`config.mk`:
```
export PLATFORM = sky130hd
export DESIGN_NAME = similarity_accumulator_flat
export DESIGN_NICKNAME = d
export VERILOG_FILES = /design/src/rtl/hd_pkg.sv /design/src/rtl/similarity_accumulator_if.sv /design/src/rtl/class_argmax.sv /design/src/rtl/similarity_accumulator.sv /design/src/flat_wrapper.sv
export SDC_FILE = /design/constraint.sdc
export NUM_CORES = 1
export LEC_CHECK = 0
export BUFFER_PORTS_ARGS = -buffer_cell sky130_fd_sc_hd__buf_2
export CORE_ASPECT_RATIO = 0.5
export CORE_MARGIN = 2
export CORE_UTILIZATION = 32
export DETAILED_ROUTE_END_ITERATION = 10
export GPL_TIMING_DRIVEN = 1
export PLACE_DENSITY = 0.6
export SLEW_MARGIN = 0
export SYNTH_ARGS = -nofsm -noshare
export SYNTH_HDL_FRONTEND = slang
export SYNTH_HIERARCHICAL = 1
export SYNTH_SLANG_ARGS = --single-unit
```
`constraint.sdc`:
```
create_clock -name clk -period 6.13 [get_ports clk]
set_input_delay 1.839 -clock clk [delete_from_list [all_inputs] [get_ports clk]]
set_output_delay 1.839 -clock clk [all_outputs]
set_load 0.02 [all_outputs]
```
`src/rtl/hd_pkg.sv`:
```
// rtl/hd_pkg.sv - shared types, default widths and width helper for the HD similarity datapath
package hd_pkg;

    typedef enum logic [1:0] {
        IDLE  = 2'd0,
        ACCUM = 2'd1,
        DONE  = 2'd2
    } acc_state_t;

    localparam int DEF_INPUT_WIDTH = 8;
    localparam int DEF_CHUNKS      = 16;
    localparam int DEF_NUM_CLASSES = 4;
    localparam int DEF_ACC_WIDTH   = 12;

    // Index width for a counter over n items; never narrower than one bit.
    function automatic int class_w(input int n);
        return (n > 1) ? $clog2(n) : 1;
    endfunction

endpackage

```
`src/rtl/similarity_accumulator_if.sv`:
```
// rtl/similarity_accumulator_if.sv - beat input and score/argmax result bundle
//
// slave modport (block side): start, sum_in, sum_valid in;
//   busy, class_score, class_score_valid, done, best_class, best_score, overflow out.
// master modport: the mirror image, used by whatever drives the block.
interface similarity_accumulator_if
    import hd_pkg::*;
#(
    parameter int INPUT_WIDTH = DEF_INPUT_WIDTH,
    parameter int ACC_WIDTH   = DEF_ACC_WIDTH,
    parameter int NUM_CLASSES = DEF_NUM_CLASSES
);
    localparam int CLASS_W = class_w(NUM_CLASSES);

    logic                   start;
    logic [INPUT_WIDTH-1:0] sum_in;
    logic                   sum_valid;
    logic                   busy;
    logic [ACC_WIDTH-1:0]   class_score;
    logic                   class_score_valid;
    logic                   done;
    logic [CLASS_W-1:0]     best_class;
    logic [ACC_WIDTH-1:0]   best_score;
    logic                   overflow;

    modport slave (
        input  start, sum_in, sum_valid,
        output busy, class_score, class_score_valid, done, best_class, best_score, overflow
    );

    modport master (
        output start, sum_in, sum_valid,
        input  busy, class_score, class_score_valid, done, best_class, best_score, overflow
    );
endinterface

```
`src/rtl/class_argmax.sv`:
```
// rtl/class_argmax.sv - running best score/class registers with lower-index tie rule
//
// Ports: clk, reset (sync, active-high); update strobes in score for class_idx;
// first forces the load (first class of a query); best_score/best_class hold the result.
module class_argmax #(
    parameter int ACC_WIDTH = 12,
    parameter int CLASS_W   = 2
) (
    input  logic                 clk,
    input  logic                 reset,
    input  logic                 update,
    input  logic                 first,
    input  logic [CLASS_W-1:0]   class_idx,
    input  logic [ACC_WIDTH-1:0] score,
    output logic [CLASS_W-1:0]   best_class,
    output logic [ACC_WIDTH-1:0] best_score
);
    // Strict greater-than: an equal later score leaves the earlier index in place.
    always_ff @(posedge clk) begin
        if (reset) begin
            best_class <= '0;
            best_score <= '0;
        end else if (update && (first || (score > best_score))) begin
            best_class <= class_idx;
            best_score <= score;
        end
    end
endmodule

```
`src/rtl/similarity_accumulator.sv`:
```
// rtl/similarity_accumulator.sv - per-class chunk accumulation and running argmax
//
// Ports: clk, reset (sync, active-high), bus (similarity_accumulator_if.slave).
// Build option: ACC_SATURATE_EN clamps a class score at all-ones on overflow;
// without it the score wraps. overflow is flagged either way.
module similarity_accumulator
    import hd_pkg::*;
#(
    parameter int INPUT_WIDTH = DEF_INPUT_WIDTH,
    parameter int CHUNKS      = DEF_CHUNKS,
    parameter int NUM_CLASSES = DEF_NUM_CLASSES,
    parameter int ACC_WIDTH   = DEF_ACC_WIDTH
) (
    input  logic                    clk,
    input  logic                    reset,
    similarity_accumulator_if.slave bus
);
    localparam int CLASS_W = class_w(NUM_CLASSES);
    localparam int BEAT_W  = class_w(CHUNKS);
    localparam logic [BEAT_W-1:0]  LAST_BEAT  = BEAT_W'(CHUNKS - 1);
    localparam logic [CLASS_W-1:0] LAST_CLASS = CLASS_W'(NUM_CLASSES - 1);

    acc_state_t state_q, state_d;

    logic [ACC_WIDTH-1:0] acc_q;
    logic [BEAT_W-1:0]    beat_cnt;
    logic [CLASS_W-1:0]   class_cnt;
    logic                 overflow_q;

    logic                 beat_fire;
    logic                 class_end;
    logic [ACC_WIDTH:0]   acc_sum;
    logic [ACC_WIDTH-1:0] acc_next;

    assign beat_fire = (state_q == ACCUM) && bus.sum_valid;
    assign class_end = beat_fire && (beat_cnt == LAST_BEAT);

    // One guard bit above the score; its carry is the overflow indication.
    assign acc_sum = {1'b0, acc_q} + (ACC_WIDTH + 1)'(bus.sum_in);

`ifdef ACC_SATURATE_EN
    // Once clamped, further positive beats carry again, so the clamp persists.
    assign acc_next = acc_sum[ACC_WIDTH] ? {ACC_WIDTH{1'b1}} : acc_sum[ACC_WIDTH-1:0];
`else
    assign acc_next = acc_sum[ACC_WIDTH-1:0];
`endif

    always_ff @(posedge clk) begin
        if (reset) begin
            state_q <= IDLE;
        end else begin
            state_q <= state_d;
        end
    end

    always_comb begin
        state_d = state_q;
        case (state_q)
            IDLE:    if (bus.start) state_d = ACCUM;
            ACCUM:   if (class_end && (class_cnt == LAST_CLASS)) state_d = DONE;
            DONE:    state_d = IDLE;
            default: state_d = IDLE;
        endcase
    end

    always_ff @(posedge clk) begin
        if (reset) begin
            acc_q                 <= '0;
            beat_cnt              <= '0;
            class_cnt             <= '0;
            overflow_q            <= 1'b0;
            bus.class_score       <= '0;
            bus.class_score_valid <= 1'b0;
        end else begin
            bus.class_score_valid <= 1'b0;
            if ((state_q == IDLE) && bus.start) begin
                acc_q      <= '0;
                beat_cnt   <= '0;
                class_cnt  <= '0;
                overflow_q <= 1'b0;
            end else if (beat_fire) begin
                overflow_q <= overflow_q | acc_sum[ACC_WIDTH];
                if (class_end) begin
                    // Clearing here lets the next class's first beat land next cycle.
                    bus.class_score       <= acc_next;
                    bus.class_score_valid <= 1'b1;
                    acc_q                 <= '0;
                    beat_cnt              <= '0;
                    class_cnt             <= class_cnt + 1'b1;
                end else begin
                    acc_q    <= acc_next;
                    beat_cnt <= beat_cnt + 1'b1;
                end
            end
        end
    end

    class_argmax #(
        .ACC_WIDTH (ACC_WIDTH),
        .CLASS_W   (CLASS_W)
    ) u_argmax (
        .clk        (clk),
        .reset      (reset),
        .update     (class_end),
        .first      (class_cnt == '0),
        .class_idx  (class_cnt),
        .score      (acc_next),
        .best_class (bus.best_class),
        .best_score (bus.best_score)
    );

    assign bus.busy     = (state_q != IDLE);
    assign bus.done     = (state_q == DONE);
    assign bus.overflow = overflow_q;
endmodule

```
`src/flat_wrapper.sv`:
```
// flat-port wrapper written by rule: the top's interface ports become plain ports
module similarity_accumulator_flat import hd_pkg::*;
#(
    parameter int INPUT_WIDTH = DEF_INPUT_WIDTH,
    parameter int CHUNKS      = DEF_CHUNKS,
    parameter int NUM_CLASSES = DEF_NUM_CLASSES,
    parameter int ACC_WIDTH   = DEF_ACC_WIDTH
)
  (clk, reset, bus_start, bus_sum_in, bus_sum_valid, bus_busy, bus_class_score, bus_class_score_valid, bus_done, bus_best_class, bus_best_score, bus_overflow);
  similarity_accumulator_if #(.INPUT_WIDTH(INPUT_WIDTH), .ACC_WIDTH(ACC_WIDTH), .NUM_CLASSES(NUM_CLASSES)) bus_i ();
  input  logic clk;
  input  logic reset;
  input wire logic [$bits(bus_i.start)-1:0] bus_start;
  input wire logic [$bits(bus_i.sum_in)-1:0] bus_sum_in;
  input wire logic [$bits(bus_i.sum_valid)-1:0] bus_sum_valid;
  output wire logic [$bits(bus_i.busy)-1:0] bus_busy;
  output wire logic [$bits(bus_i.class_score)-1:0] bus_class_score;
  output wire logic [$bits(bus_i.class_score_valid)-1:0] bus_class_score_valid;
  output wire logic [$bits(bus_i.done)-1:0] bus_done;
  output wire logic [$bits(bus_i.best_class)-1:0] bus_best_class;
  output wire logic [$bits(bus_i.best_score)-1:0] bus_best_score;
  output wire logic [$bits(bus_i.overflow)-1:0] bus_overflow;
  assign bus_i.start = bus_start;
  assign bus_i.sum_in = bus_sum_in;
  assign bus_i.sum_valid = bus_sum_valid;
  assign bus_busy = bus_i.busy;
  assign bus_class_score = bus_i.class_score;
  assign bus_class_score_valid = bus_i.class_score_valid;
  assign bus_done = bus_i.done;
  assign bus_best_class = bus_i.best_class;
  assign bus_best_score = bus_i.best_score;
  assign bus_overflow = bus_i.overflow;
  similarity_accumulator #(.INPUT_WIDTH(INPUT_WIDTH), .CHUNKS(CHUNKS), .NUM_CLASSES(NUM_CLASSES), .ACC_WIDTH(ACC_WIDTH)) u_core (.clk(clk), .reset(reset), .bus(bus_i));
endmodule
```
# ---- Word level (Yosys, flattened, before mapping)
# Index checks and enable logic that the tools add are counted.
dict set report word_totals {
  ff_bits 48
  elab_cells 42
}
dict set report op_classes {
  add_sub_neg 3
  magnitude_cmp 1
  n_eq_ne 6
  muxes 6
  bitwise 3
  reduce_logical 14
}
# operator n
set op_table {}
lappend op_table {{12-bit by 8-bit adder with 13-bit output} 1}
lappend op_table {{12-bit > comparator} 1}
lappend op_table {{12-bit 2-to-1 mux} 1}
lappend op_table {{1-bit logical AND} 5}
lappend op_table {{4-bit by 1-bit adder with 4-bit output, second input constant} 1}
lappend op_table {{2-bit equality test, second input constant} 2}
lappend op_table {{4-bit equality test, second input constant} 1}
lappend op_table {{2-bit zero test} 2}
lappend op_table {{2-bit 2-to-1 mux} 2}
lappend op_table {{4-bit 2-to-1 mux} 1}
lappend op_table {{2-bit != test, second input constant} 2}
lappend op_table {{2-bit one-hot mux with 2 select lines} 1}
lappend op_table {{2-bit AND reduction} 2}
lappend op_table {{3-bit AND reduction} 1}
lappend op_table {{3-bit OR reduction} 1}
lappend op_table {{2-bit by 1-bit adder with 2-bit output, second input constant} 1}
lappend op_table {{2-bit by 1-bit equality test with 1-bit output, second input constant} 1}
lappend op_table {{1-bit NOT} 2}
lappend op_table {{2-bit nonzero test} 1}
lappend op_table {{2-bit OR reduction} 1}
lappend op_table {{1-bit logical OR} 1}
lappend op_table {{1-bit 2-to-1 mux} 1}
lappend op_table {{1-bit bitwise OR} 1}

# ---- Longest topological paths before layout
# Gate-level depths: netlist of the first run.
dict set report logic_depth {
  depth_word 6
  ltp_mapped 15
  mapped_depth_nobuf 13
}

# ---- Cells and area by module
# The synthesis of the first run kept the hierarchy.
# mod instances cells_each area_each_um2 seq_area_each_um2
set by_module_without_submodules {}
lappend by_module_without_submodules {similarity_accumulator 1 226 1936.9 680.7}
lappend by_module_without_submodules {class_argmax 1 187 1333.8 280.3}

# ---- Worst setup path after synthesis of the first run
# No wires, ideal clock.
dict set report synth_path {
  path_type {input -> register}
  from {in bus_sum_in[0]}
  to {reg u_core.u_argmax.best_score[6]}
  setup_time_ns 0.125
  t_arrival_ns 4.953
  setup_slack_ns 1.052
  stages 15
  n_path_buf 2
  cell_sequence {ha_1 -> fa_1 -> a21o_1 -> a221oi_2 -> o21ai_1 -> nand2_1 -> xnor2_1 -> ha_1 -> nand4_1 -> o41a_1 -> and3_1 -> buf_2 -> buf_6 -> nand3b_1 -> nand3_1}
}
dict set report synth_via {
  elab_chain_len 4
}
# item line_no
set synth_lines {}
lappend synth_lines {{from (decl)} flat_wrapper.sv:14} ;# input wire logic [$bits(bus_i.sum_in)-1:0] bus_sum_in;
lappend synth_lines {{12-bit by 8-bit adder with 13-bit output} similarity_accumulator.sv:39} ;# assign acc_sum = {1'b0, acc_q} + (ACC_WIDTH + 1)'(bus.sum_in);
lappend synth_lines {{named net u_core.acc_sum[10]} similarity_accumulator.sv:32} ;# logic [ACC_WIDTH:0] acc_sum;
lappend synth_lines {{12-bit > comparator} class_argmax.sv:23} ;# end else if (update && (first || (score > best_score))) begin
lappend synth_lines {{1-bit logical OR} class_argmax.sv:23}
lappend synth_lines {{1-bit logical AND} class_argmax.sv:23}
lappend synth_lines {{to (signal assigned)} class_argmax.sv:25} ;# best_score <= score;
lappend synth_lines {{to (decl)} class_argmax.sv:16} ;# output logic [ACC_WIDTH-1:0] best_score
# The timed path passes the listed nets, and every way through them passes these cells.
# A chain may end at the register's enable or synchronous reset.

# ---- Final worst setup path of the first run
dict set report layout_path {
  from {in bus_sum_in[0]}
  to {reg u_core.u_argmax.best_score[1]}
}
# Same word-level chain as after synthesis.

==> metrics.md, run 1 <==
| Metric | Value |
|---|---|
| Status | `completed` |
| Gpl congestion | `0.837` |
| Tcrit/Tclk final | `0.848` |
| Hold_ws | `0.450 ns` |
| Prevailing post-synth register cell | `dfxtp_1` |
| Crit. End Element | `flop` |
| VDD IR max | `0.0941 mV` |
| CTS tree | `done` |
| Slowest cell delay on critical path | `0.53 ns` |
| Vias per cell | `5.30` |
| Number of cells produced by synthesis | `413` |
| Synthesized net count | `449` |
| Hold buffers post-CTS | `0` |
| Vias in the first global route | `2736` |
| Bufs and invs on worst path | `2` |
| Register area share after synthesis | `0.294` |
| # port buffers | `41` |
| Max Clock Freq | `192 MHz` |
| Setup Viol. Count Final | `0` |
| Top-area cell type share of the netlist area | `0.294` |
| P per Cell Area | `197 nW/µm²` |
| DP Area | `3510 µm²` |
| Post-synth cell types | `60` |
| Tightest Pin Transition | `0.900 ns` |
| Rel. slew slack | `0.400` |
| MaxCap Viol Count | `0` |
| Initial antenna violation count | `0` |
| CP arrival | `5.37 ns` |
| First-pass GRT wire length | `13800 µm` |
| Top-Level Pins | `42` |
| Slowest CP cell | `o41ai_2` |
| GRT Util Overall | `0.158` |
| Area grow syn2layout | `12.5%` |
| Via count | `3077` |
| Post-synthesis cell area | `3270 µm²` |
| Avg Inst Size Synth | `7.92 µm²` |
| Synth warn | `6` |
| Setup Fix Bufs, Post-CTS | `0` |
| Pins Over Slew Limit | `0` |
| Most instantiated library cell after synthesis | `dfxtp_1` |
| Clock Skews | `0.00612 ns` |
| Longest Clk Path Bufs | `2` |
| Synth cell count leaders | `dfxtp_1, nor2_1, a21oi_1, nand2_1, nand3_1` |
| Nets | `476` |
| Post-detailed-route wirelength per cell | `15.1 µm` |
| CTS Buf Count | `5` |
| Post-Route Setup TNS | `0 ns` |
| Startpoint types | `primary input` |
| Die ar. | `11100 µm²` |
| Hold Fails Final Rpt | `0` |
| RSZ-0062 raised after global routing | `no` |
| Synth area leader | `dfxtp_1` |
| Critical Path Fanout Max | `10` |
| Clock Sink Count | `48` |
| Initial DRT Pass Iterations | `4` |
| Root Driver | `clkbuf_16` |
| Final WL | `8760 µm` |
| Number of remaining DRC errors | `0` |
| Die W | `147 µm` |
| Clock network latency to the later pin of the worst-skew pair | `0.29 ns` |
| Post-synth ARST share | `0` |
| Cell row count | `26` |
| Fillcell total | `1080` |
| Post_cts resized | `0` |
| CP most frequent cell | `ha_1` |
| Hold WC Path Type | `reg -> reg` |
| Placeable Area | `10100 µm²` |
| Antenna-violating nets left | `0` |
| #FFs+latches synth | `48` |
| Post-DP HPWL | `6170 µm` |
| # H-tree levels | `2` |
| Diode count | `0` |
| Final min period | `5.20 ns` |
| Pin count of the biggest net entering global routing | `60` |
| Worst EP required | `6.30 ns` |
| EDFF count, synth | `0` |
| Clock transition at the registers of the reported paths | `0.06 ns` |
| Top cells by area, synth | `dfxtp_1, ha_1, a21oi_1` |
| Die Height | `75.5 µm` |
| Cell Chain, Critical Path | `buf_2, ha_1, fa_1, a21o_1, a221oi_2, o21ai_1, nand2_1, xnor2_1, ha_1, nand4_1, o41ai_2, buf_4, nor3b_1, o21ai_0, nand3_1` |
| GRT overflow | `0` |
| Design area | `3680 µm²` |
| DR iter-0 viols | `296` |
| CP top delay family | `compound AO/OA/AOI/OAI gates` |
| Share of layout cells above drive strength 1 | `0.152` |
| Initial Utilization | `0.324` |
| Crit Path Class | `in -> reg` |
| Static leakage | `1.48 nW` |
[worst paths after layout]
check	from	slack [ns]	end	depth (start not counted)
max	bus_sum_in[0]	0.93	u_core/u_argmax/best_score[1]$_SDFFE_PP0P_	15
min	u_core/bus.class_score[4]$_SDFFE_PP0P_	0.45	u_core/bus.class_score[4]$_SDFFE_PP0P_	2
max reg2reg	u_core/acc_q[0]$_SDFFE_PP0P_	2.28	u_core/u_argmax/best_score[1]$_SDFFE_PP0P_	14
min reg2reg	u_core/bus.class_score[4]$_SDFFE_PP0P_	0.45	u_core/bus.class_score[4]$_SDFFE_PP0P_	2
[layer usage]
layer  wire [µm]  track usage  vias up
met5           0            0        -
met4          65       0.0459        0
met3         313       0.0341        4
met2        4010        0.258       59
met1        4370        0.215     1459
li1            -            -     1555
[per-stage QoR]
step | utilization | power [W] | instances | worst slack [ns]
global placement | 0.348 | 0.000420 | 573 | 0.741
finish | 0.365 | 0.000727 | 581 | 0.934
detailed placement | 0.348 | 0.000420 | 573 | 0.677
floorplan | - | 0.000395 | 413 | 1.05
CTS | 0.365 | 0.000735 | 581 | 0.973
global route | 0.365 | 0.000760 | 581 | 0.659
[area by class of cell]
cell class	instances	area [µm²]	share of cell area
flip-flops and latches	48	961	0.261
multi-input cells	317	2040	0.554
repair buffers	49	265	0.0721
clock inverters	3	42.5	0.0116
clock buffers	5	125	0.0340
well taps	140	175	0.0476
inverters	19	71.3	0.0194
[layout by cell type, fill, tap and decap left out, types with 15 or more instances in the layout]
| cell type | synthesis | final |
|---|---|---|
| dfxtp_1 | 48 | 48 |
| buf_2 | 6 | 41 |
| nor2_1 | 38 | 38 |
| a21oi_1 | 36 | 36 |
| nand2_1 | 28 | 28 |
| nand3_1 | 26 | 26 |
| ha_1 | 23 | 23 |
| o21ai_0 | 20 | 20 |
| a31oi_1 | 20 | 20 |
| inv_1 | 18 | 18 |
| nand3b_1 | 16 | 16 |
| nand2b_1 | 15 | 15 |
[worst register-to-register path, delay by kind of cell (launching register included)]
kind | cells | cell delay (ns)
AOI/OAI and AO/OA | 5 | 1.59
adders and majority gates | 3 | 0.97
and+or+nand+nor | 4 | 0.47
DFF | 1 | 0.31
buffers and inverters | 1 | 0.27
xor gates and xnor gates | 1 | 0.12
[logic make-up after synthesis]
kind of cell | count (synthesis) | synth area share
and+or+nand+nor | 173 | 0.288
DFF | 48 | 0.294
adders and majority gates | 24 | 0.0941
AOI/OAI and AO/OA | 110 | 0.215
buffers and inverters | 48 | 0.0822
xor gates and xnor gates | 10 | 0.0268
[sequential cells by signal (all words and copies together) (netlist names)]
| name | count |
|---|---|
| u_core/acc_q | 12 |
| u_core/beat_cnt | 4 |
| u_core/bus.class_score | 12 |
| u_core/bus.class_score_valid | 1 |
| u_core/bus.overflow | 1 |
| u_core/class_cnt | 2 |
| u_core/state_q | 2 |
| u_core/u_argmax/best_class | 2 |
| u_core/u_argmax/best_score | 12 |
[power breakdown]
group | total (W) | switching, W | internal [W]
Clock | 0.000312 | 0.000121 | 0.000192
Sequential | 0.000317 | 0.00000253 | 0.000315
Combinational | 0.0000974 | 0.0000646 | 0.0000328
Total | 0.000727 | 0.000188 | 0.000539
(Power assumes the default switching activity.)
==> run 2: changes to the inputs <==
clock period = 5 ns   (was 6.13 ns; I/O delays follow)
==> metrics.md, run 2 (synthesized netlist as in run 1, its figures left out) <==
| Metric | Value |
|---|---|
| DP Area | `3600 µm² (+2.4%)` |
| Final min period | `4.59 ns` |
| Die Height | `75.5 µm (unchanged)` |
| Startpoint types | `primary input` |
| Most frequent cells in the layout | `dfxtp_1, buf_2, nor2_1` |
| Gpl congestion | `0.832 (-0.55%)` |
| Via count | `3138 (+2.0%)` |
| Rel. slew slack | `0.417 (+0.0174)` |
| Initial DRT Pass Iterations | `7 (+3)` |
| Cell row count | `26 (unchanged)` |
| Area of the multi-input gates | `2040 µm² (unchanged)` |
| Combinational power share | `0.142 (+0.008)` |
| Vias in the first global route | `2763 (+0.99%)` |
| Initial antenna violation count | `0 (unchanged)` |
| Crit. Startpoint | `bus_sum_in[0]` |
| RSZ-0062 raised after global routing | `no` |
| Antenna-violating nets left | `0 (unchanged)` |
| Hold WC Path Type | `reg -> reg` |
| Reg-to-Reg Start | `u_core/acc_q[0]$_SDFFE_PP0P_` |
| Cell-internal power | `0.000669 W (+24%)` |
| Sw frac | `0.257 (-0.00103)` |
| Hold buffers post-CTS | `0 (unchanged)` |
| Top-Level Pins | `42 (unchanged)` |
| Net switching power | `0.000232 W (+23%)` |
| Nets | `487 (+2.3%)` |
| Clock power share | `0.426 (-0.004)` |
| P per Cell Area | `239 nW/µm² (+21%)` |
| Final WL | `8990 µm (+2.7%)` |
| MaxCap Viol Count | `0 (unchanged)` |
| Initial Utilization | `0.324 (unchanged)` |
| GRT Util Overall | `0.162 (+0.00385)` |
| Post-detailed-route wirelength per cell | `15.2 µm (+0.76%)` |
| Post-DP HPWL | `6370 µm (+3.3%)` |
| Clock network latency to the later pin of the worst-skew pair | `0.29 ns (about the same)` |
| Tightest Pin Transition | `0.874 ns (-0.0261 ns)` |
| Design Power | `0.000901 W (+24%)` |
| Root Driver | `clkbuf_16` |
| GRT overflow | `0 (unchanged)` |
| Worst EP required | `5.17 ns (-1.13 ns)` |
| CP arrival | `4.77 ns (-0.60 ns)` |
| CP most frequent cell | `ha_1` |
| Hold Fails Final Rpt | `0 (unchanged)` |
| Clock transition at the registers of the reported paths | `0.07 ns (about the same)` |
| Post-layout util | `0.373 (+0.00819)` |
| Post-Route Setup TNS | `0 ns (unchanged)` |
| DR iter-0 viols | `226 (-24%)` |
| VDD IR max | `0.110 mV (+17%)` |
| CP top delay family | `compound AO/OA/AOI/OAI gates` |
| Slowest CP cell | `o41a_1` |
| Crit. End Element | `flop` |
| Design area | `3760 µm² (+2.2%)` |
| Die ar. | `11100 µm² (unchanged)` |
| Cells after DPL | `584 (+1.9%)` |
| Number of remaining DRC errors | `0 (unchanged)` |
| Die W | `147 µm (unchanged)` |
| Clock Sink Count | `48 (unchanged)` |
| # port buffers | `41 (unchanged)` |
| Share of layout cells above drive strength 1 | `0.173 (+0.0206)` |
| Pin count of the biggest net entering global routing | `60 (unchanged)` |
| Register area | `961 µm² (unchanged)` |
| Flop pwr share | `0.432 (-0.004)` |
| Final Non-Filler Cells | `592 (+1.9%)` |
| CTS tree | `done` |
| Diode count | `0 (unchanged)` |
| Setup Viol. Count Final | `0 (unchanged)` |
| Hold Crit Start | `u_core/bus.class_score[1]$_SDFFE_PP0P_` |
| Bufs and invs on worst path | `1 (-1)` |
| Critical Path Fanout Max | `14 (+4)` |
| Slowest cell delay on critical path | `0.45 ns (-0.08 ns)` |
| Area grow syn2layout | `15.1%` |
| Most common cell after layout, fill and taps aside | `dfxtp_1` |
| Clock Skews | `0.00749 ns (+0.00137 ns)` |
| Pins Over Slew Limit | `0 (unchanged)` |
| Placeable Area | `10100 µm² (unchanged)` |
| Tcrit/Tclk final | `0.918` |
| Cell Chain, Critical Path | `buf_2, ha_1, fa_1, a21o_1, a221oi_2, o21ai_1, nand2_1, xnor2_1, ha_1, nand4_1, o41a_1, and3_1, nand3b_1, nand3_1` |
| Post_cts resized | `0 (unchanged)` |
| First-pass GRT wire length | `14200 µm (+2.6%)` |
| Max Clock Freq | `218 MHz` |
| Longest Clk Path Bufs | `2 (unchanged)` |
| Static leakage | `1.53 nW (+3.5%)` |
| Status | `completed` |
| Crit Path Class | `in -> reg` |
| Setup Fix Bufs, Post-CTS | `0 (unchanged)` |
| CTS Buf Count | `5 (unchanged)` |
| # H-tree levels | `2 (unchanged)` |
| Largest regs | `u_core/acc_q: 12 flops, u_core/bus.class_score: 12 flops, u_core/u_argmax/best_score: 12 flops` |
| Fillcell total | `1092 (+1.1%)` |
| Vias per cell | `5.30 (about the same)` |
run 2: changes by cell type in the layout (fill, tap and decap cells not counted):
cell,delta
buf_4,+11
run 2: final cells by class:
class / count / share of cell area
clock inverter: 3 / 0.0113
inverter: 19 / 0.0189
multi-input combinational: 317 / 0.542
clock buffer: 5 / 0.0332
tap: 140 / 0.0465
timing repair buffer: 60 / 0.0924
sequential: 48 / 0.255
run 2: metrics by stage:
stage          hold slack, ns  setup WS [ns]
2_1_floorplan           0.436          0.261
3_3_place_gp            0.442          0.223
3_5_place_dp            0.446          0.111
4_1_cts                 0.456          0.434
5_1_grt                 0.488          0.132
6_report                0.452          0.408
run 2: path summary, 6_finish.rpt:
check	endpoint	slack [ns]	cells past startpoint
worst max-delay path	u_core/u_argmax/best_score[5]$_SDFFE_PP0P_	0.41	14
worst min-delay path	u_core/bus.class_score[1]$_SDFFE_PP0P_	0.45	2
worst max register to register	u_core/u_argmax/best_score[5]$_SDFFE_PP0P_	1.41	13
worst min register to register	u_core/bus.class_score[1]$_SDFFE_PP0P_	0.45	2
run 2: layer usage:
| layer | share of wire | track usage |
|---|---|---|
| met5 | 0 | 0 |
| met4 | 0.0093 | 0.0449 |
| met3 | 0.048 | 0.0275 |
| met1 | 0.50 | 0.221 |
| met2 | 0.44 | 0.269 |
run 2: worst register-to-register path, cell delays in order (launching register included):
cell      delay, ns
dfxtp_1        0.32
ha_1           0.21
fa_1           0.40
a21o_1         0.22
a221oi_2       0.26
o21ai_1        0.20
nand2_1        0.15
xnor2_1        0.11
ha_1           0.35
nand4_1        0.16
o41a_1         0.45
and3_1         0.37
nand3b_1       0.19
nand3_1        0.08
run 2: power groups by stage:
stage               Clock (W)  Combinational, W  Sequential, W
finish               0.000384          0.000128       0.000389
global route         0.000410          0.000140       0.000389
CTS                  0.000394          0.000128       0.000389
detailed placement          0          0.000127       0.000397
global placement            0          0.000126       0.000397
floorplan                   0         0.0000877       0.000396
